File: config.mk
export PLATFORM = sky130hd
export DESIGN_NAME = nco_sweep_ctrl
export DESIGN_NICKNAME = d
export VERILOG_FILES = /design/src/rtl/nco_ctrl_pkg.sv /design/src/rtl/nco_sweep_ctrl_dwell_timer.sv /design/src/rtl/nco_sweep_ctrl.sv
export SDC_FILE = /design/constraint.sdc
export NUM_CORES = 1
export LEC_CHECK = 0
export BUFFER_PORTS_ARGS = -buffer_cell sky130_fd_sc_hd__buf_2
export CAP_MARGIN = 0
export CORE_MARGIN = 8
export CORE_UTILIZATION = 50
export DETAILED_ROUTE_END_ITERATION = 10
export PLACE_DENSITY_LB_ADDON = 0.2
export SLEW_MARGIN = 20
export SYNTH_ARGS = -nofsm -noshare
export SYNTH_HDL_FRONTEND = slang
export SYNTH_SLANG_ARGS = --single-unit
File: constraint.sdc
create_clock -name clk -period 3.6 [get_ports clk]
set_input_delay 0.36 -clock clk [delete_from_list [all_inputs] [get_ports clk]]
set_output_delay 0.36 -clock clk [all_outputs]
set_load 0.01 [all_outputs]
File: src/rtl/nco_ctrl_pkg.sv
// Shared types for the NCO frequency-sweep controller.
package nco_ctrl_pkg;

    localparam int PHASE_W_DEF = 32;
    localparam int CNT_W_DEF   = 16;

    typedef enum logic {
        ST_IDLE = 1'b0,
        ST_RUN  = 1'b1
    } sweep_state_t;

    typedef struct packed {
        logic [PHASE_W_DEF-1:0] f_start;
        logic [PHASE_W_DEF-1:0] f_step;
        logic [CNT_W_DEF-1:0]   n_steps;
        logic [CNT_W_DEF-1:0]   dwell;
        logic                   repeat_en;
    } sweep_cfg_t;

endpackage

File: src/rtl/nco_sweep_ctrl_dwell_timer.sv
// Loadable down-counter that times how long each tuning word is held.
module dwell_timer #(
    parameter int CNT_W = 16
) (
    input  logic             clk,
    input  logic             reset,
    input  logic             load,
    input  logic [CNT_W-1:0] load_val,
    input  logic             en,
    output logic             zero
);

    logic [CNT_W-1:0] count;

    always_ff @(posedge clk) begin
        if (reset) begin
            count <= '0;
        end else if (load) begin
            count <= load_val;
        end else if (en && count != '0) begin
            count <= count - CNT_W'(1);
        end
    end

    assign zero = (count == '0);

endmodule

File: src/rtl/nco_sweep_ctrl.sv
// Sweeps the NCO tuning word from a start value in signed steps,
// holding each word for a programmable dwell.
module nco_sweep_ctrl
    import nco_ctrl_pkg::*;
#(
    parameter int PHASE_W = PHASE_W_DEF,
    parameter int CNT_W   = CNT_W_DEF
) (
    input  logic               clk,
    input  logic               reset,
    input  logic               start,
    input  logic               abort,
    input  logic               pause,
    input  logic               repeat_en,
    input  logic [PHASE_W-1:0] f_start,
    input  logic [PHASE_W-1:0] f_step,
    input  logic [CNT_W-1:0]   n_steps,
    input  logic [CNT_W-1:0]   dwell,
    output logic [PHASE_W-1:0] phase_inc,
    output logic               busy,
    output logic               done,
    output logic               step_strobe,
    output logic [CNT_W-1:0]   step_idx
);

    sweep_state_t state, state_nx;
    sweep_cfg_t   cfg;

    logic             do_load;
    logic             do_reload;
    logic             do_step;
    logic             do_done;
    logic             tmr_zero;
    logic             tmr_en;
    logic [CNT_W-1:0] dwell_eff;
    logic [CNT_W-1:0] tmr_val;

    // A dwell of zero behaves as a single-cycle hold.
    assign dwell_eff = (dwell == '0) ? CNT_W'(1) : dwell;
    assign tmr_val   = do_load ? dwell_eff - CNT_W'(1)
                               : cfg.dwell - CNT_W'(1);
    assign tmr_en    = (state == ST_RUN) && !pause;

    dwell_timer #(
        .CNT_W(CNT_W)
    ) u_timer (
        .clk     (clk),
        .reset   (reset),
        .load    (do_load | do_reload | do_step),
        .load_val(tmr_val),
        .en      (tmr_en),
        .zero    (tmr_zero)
    );

    always_ff @(posedge clk) begin
        if (reset) begin
            state <= ST_IDLE;
        end else begin
            state <= state_nx;
        end
    end

    always_comb begin
        state_nx  = state;
        do_load   = 1'b0;
        do_reload = 1'b0;
        do_step   = 1'b0;
        do_done   = 1'b0;
        unique case (state)
            ST_IDLE: begin
                if (start && !abort) begin
                    state_nx = ST_RUN;
                    do_load  = 1'b1;
                end
            end
            ST_RUN: begin
                if (abort) begin
                    state_nx = ST_IDLE;
                end else if (!pause && tmr_zero) begin
                    if (step_idx < cfg.n_steps) begin
                        do_step = 1'b1;
                    end else begin
                        do_done = 1'b1;
                        if (cfg.repeat_en) begin
                            do_reload = 1'b1;
                        end else begin
                            state_nx = ST_IDLE;
                        end
                    end
                end
            end
            default: state_nx = ST_IDLE;
        endcase
    end

    always_ff @(posedge clk) begin
        if (reset) begin
            cfg         <= '0;
            phase_inc   <= '0;
            step_idx    <= '0;
            busy        <= 1'b0;
            done        <= 1'b0;
            step_strobe <= 1'b0;
        end else begin
            busy        <= (state_nx == ST_RUN);
            done        <= do_done;
            step_strobe <= do_load | do_reload | do_step;
            if (do_load) begin
                cfg.f_start   <= f_start;
                cfg.f_step    <= f_step;
                cfg.n_steps   <= n_steps;
                cfg.dwell     <= dwell_eff;
                cfg.repeat_en <= repeat_en;
                phase_inc     <= f_start;
                step_idx      <= '0;
            end else if (do_reload) begin
                phase_inc <= cfg.f_start;
                step_idx  <= '0;
            end else if (do_step) begin
                phase_inc <= phase_inc + cfg.f_step;
                step_idx  <= step_idx + CNT_W'(1);
            end
        end
    end

endmodule

==> results_dict.tcl <==
set metrics [dict create \
    status "complete, no violations" \
    setup_viol 0 \
    slowest_delay_ps 600 \
    cp_common_cell "or4_4" \
    clk_pin_slew_worst_paths_ps 70 \
    ff_latch_area_um2 3280 \
    synth_top_family_by_area "simple AND/OR/NAND/NOR gates" \
    p_sw_share_pct 28.2 \
    hold-worst-slack_ps 162 \
    crit_path_top_delay_cell "or4_4" \
    ys_seq_elements 164 \
    routed_wl_um 27300 \
    power_density_nw_per_um2 446 \
    fin_ws_ps 154 \
    dp_hpwl_um 19500 \
    finalPower_mw 4.92 \
    avgSynthCellArea_um2 7.67 \
    drtIter0Drc 697 \
    crit_type "reg -> reg" \
    start_util_pct 51.2 \
    cp-startpoint "u_timer.count[4]" \
    tightest_slew_ps 1010 \
    synth_ff_type "dfxtp_1" \
    ir_drop_v 0.000356 \
    grt_overflow 0 \
    track_usage_pct 23.3 \
    cts.sinks 164 \
    r2r-start "u_timer.count[4]" \
    insertion_delay_ps 430 \
    drive_gt1_share_pct 18.9 \
    clkPwrFrac_pct 40.8 \
    drt-pass1-iter-count 5 \
    die_w_um 152 \
    grt_max_degree 99 \
    core_area_um2 18100 \
    ys_async_sr_fraction_pct 0 \
    rr_endpoint "u_timer.count[14]" \
    dp_slack_ps 93.5 \
    antenna_found_initial 1 \
    netlist_instances 1207 \
    synth_edf_count 0 \
    endpoint_kind "flip-flop" \
    wire_per_inst_um 17.2 \
    yosysSeqAreaShare_pct 35.5 \
    cp-start-kind "flip-flop" \
    fin_crit_sh_pct 95.7 \
    area_growth_pct 19.1 \
    reg2reg_slack_ps 150 \
    critPathCapture "u_timer.count[14]" \
    fp.dieH_um 152 \
    maxCapViolations 0 \
    n_antenna_cell 0 \
    synth-simple-area-share_pct 23.6 \
    hp-class "in -> reg" \
    multi_input_area_um2 5630 \
    dieArea_um2 23100 \
    path_cells "or4_4 > nand3b_4 > or4_4 > a21oi_2 > a21oi_1 > o21a_1 > ha_2 > nand2_1 > or4_4 > nor2_4 > mux2_4 > a211oi_1 > nor4_2" \
    p_sw_mw 1.39 \
    arrival_ps 3760 \
    grt_first_pass_wirelength_um 45000 \
    r2r_cells 13 \
    num_rows 49 \
    leakagePower_nw 4.67 \
    cp.required_ps 3920 \
    pwr-share-comb_pct 18.6 \
    synth_compound_area_share_pct 23.2 \
    num-fill-cells 1667 \
    grt_pass1_vias 8847 \
    hold_violations 0 \
    synthMuxAreaShare_pct 2.80 \
    yosysUniqueCellTypes 72 \
    root_buffer "clkbuf_16" \
    worstPathMaxFanout 8 \
    power.share.sequential_pct 40.5 \
    synth-xor-area-share_pct 3.69 \
    p_int_mw 3.53 \
    synth_fa_ha_area_share_pct 6.70 \
    skew_ps 9.24 \
    fin_crit_ps 3450 \
    vias 9135 \
    antenna_left 0 \
    yosysWarnings 0 \
    clock.fmax_mhz 290 \
    cts_tree "done" \
    htreeDepth 4 \
    cts_made_buffers 17 \
    cts_buffer_depth 2 \
    maxSlewViolCount 0 \
    hold_buffers 0 \
    vias_per_cell 5.75 \
    gp_congestion 0.904 \
    num_io_pins 153 \
    relSlewSlack_pct 32.8 \
    postSynthNetCount 1358 \
    nets 1498 \
    drc 0 \
    synthesis.area_um2 9260 \
    port_buffers 152 \
]
## cells in the mapped netlist (6+ instances only)
cell type,number,area (µm²)
mux2i_1,18,180
mux2_2,7,78.8
clkbuf_1,46,173
nor2b_1,6,37.5
xor2_1,23,201
and2_1,8,50.1
nand4_1,8,50.1
and3_1,7,43.8
or3_1,8,50.1
dfxtp_1,164,3280
buf_2,6,30.0
o21bai_1,7,52.6
a31oi_1,11,68.8
nand2b_1,14,87.6
buf_1,11,41.3
a21boi_0,6,45.0
a211oi_1,18,135
a21o_1,19,143
nand2_1,238,893
nor3_1,37,185
o21a_1,9,67.6
ha_1,48,601
inv_1,38,143
o31ai_1,10,75.1
o21ai_0,43,215
o211ai_1,20,150
a21oi_1,147,736
a211o_1,7,61.3
nor2_1,94,353
or4_1,8,60.1
nand3_1,24,120
xnor2_1,16,140
## state kept, by name (all words and copies together) (netlist names)
name           flops
busy               1
step_idx          16
u_timer.count     16
done               1
step_strobe        1
phase_inc         32
cfg               97
## cells in the final DEF (no fill, tap or decap), drive strengths merged, types with 5 or more instances in the layout
cell    synthesis  layout
a211o           7       7
xnor2          16      16
nor2           95      95
mux2i          18      18
nand2         238     238
a21o           19      19
a31oi          11      11
nand3          24      24
buf            20     187
nor3           38      38
dfxtp         164     164
a21oi         149     149
o21ai          47      47
clkbuf         46      21
or4             9       9
o21a            9       9
o31ai          10      10
or2             5       5
o211ai         20      20
xor2           23      23
nand2b         14      14
and2            8       8
nand4           8       8
nor3b           5       5
ha             48      48
o21bai          7       7
nor2b           6       6
inv            39      40
a211oi         18      18
and3            7       7
nor4            7       7
mux2            7       7
or3             8       8
a21boi          7       7
## power by group through the flow
stage	clock, mW	combinational, mW	sequential, mW
2_1_floorplan	0	0.610	2.02
3_3_place_gp	0	0.863	2.03
6_report	2.01	0.917	1.99
5_1_grt	2.11	1.02	2.01
4_1_cts	2.03	0.882	1.99
3_5_place_dp	0	0.875	2.03
## worst min-delay path by stage
| stage | cells past startpoint | endpoint | startpoint |
|---|---|---|---|
| after floorplan | 2 | cfg[81] | cfg[81] |
| after global placement | 2 | cfg[81] | cfg[81] |
| after detailed placement | 2 | cfg[17] | cfg[17] |
| after CTS | 3 | cfg[61] | f_step[28] |
| after global routing | 3 | cfg[39] | f_step[6] |
| final | 3 | cfg[52] | f_step[19] |
## logic make-up after synthesis
family,Yosys count
fa+ha+maj,49
buf+inv,105
mux,25
compound gates,344
xor+xnor,39
flops,164
simple gates,481
## stage by stage
step	setup TNS (ps)	area, µm²	utilization, %	instances
2_1_floorplan	0	9280	-	1207
3_3_place_gp	0	10300	57.0	1554
3_5_place_dp	0	10300	57.0	1554
4_1_cts	0	11000	60.6	1586
5_1_grt	-37.4	11000	61.0	1589
6_report	0	11000	61.0	1589
## worst max-delay path, delay by kind of cell (launching register included)
kind                       cells  cell delay (ps)
DFF                            1              330
muxes                          1              300
adders and majority gates      1              200
and+or+nand+nor                7             1800
AOI/OAI and AO/OA              4              710
## area by class of cell
type	count	share of cell area (%)
Multi-Input combinational cell	938	51.1
Timing Repair Buffer	187	9.30
Tap cell	229	2.60
Sequential cell	164	29.8
Inverter	39	1.33
Clock inverter	11	1.57
Clock buffer	21	4.36
## layer usage
layer | track usage, % | share of wire, % | routed length, µm
met1 | 29.7 | 45 | 12400
met2 | 39.1 | 47 | 12800
met3 | 5.33 | 5.9 | 1620
met4 | 5.76 | 1.7 | 464
met5 | 0 | 0.051 | 14
## timing repair
action,in CTS,in global routing
buffers inserted,0,3
endpoints found under the setup margin,0,3
gates resized for setup,0,11
Note: power is estimated with default switching activity, not from simulation.
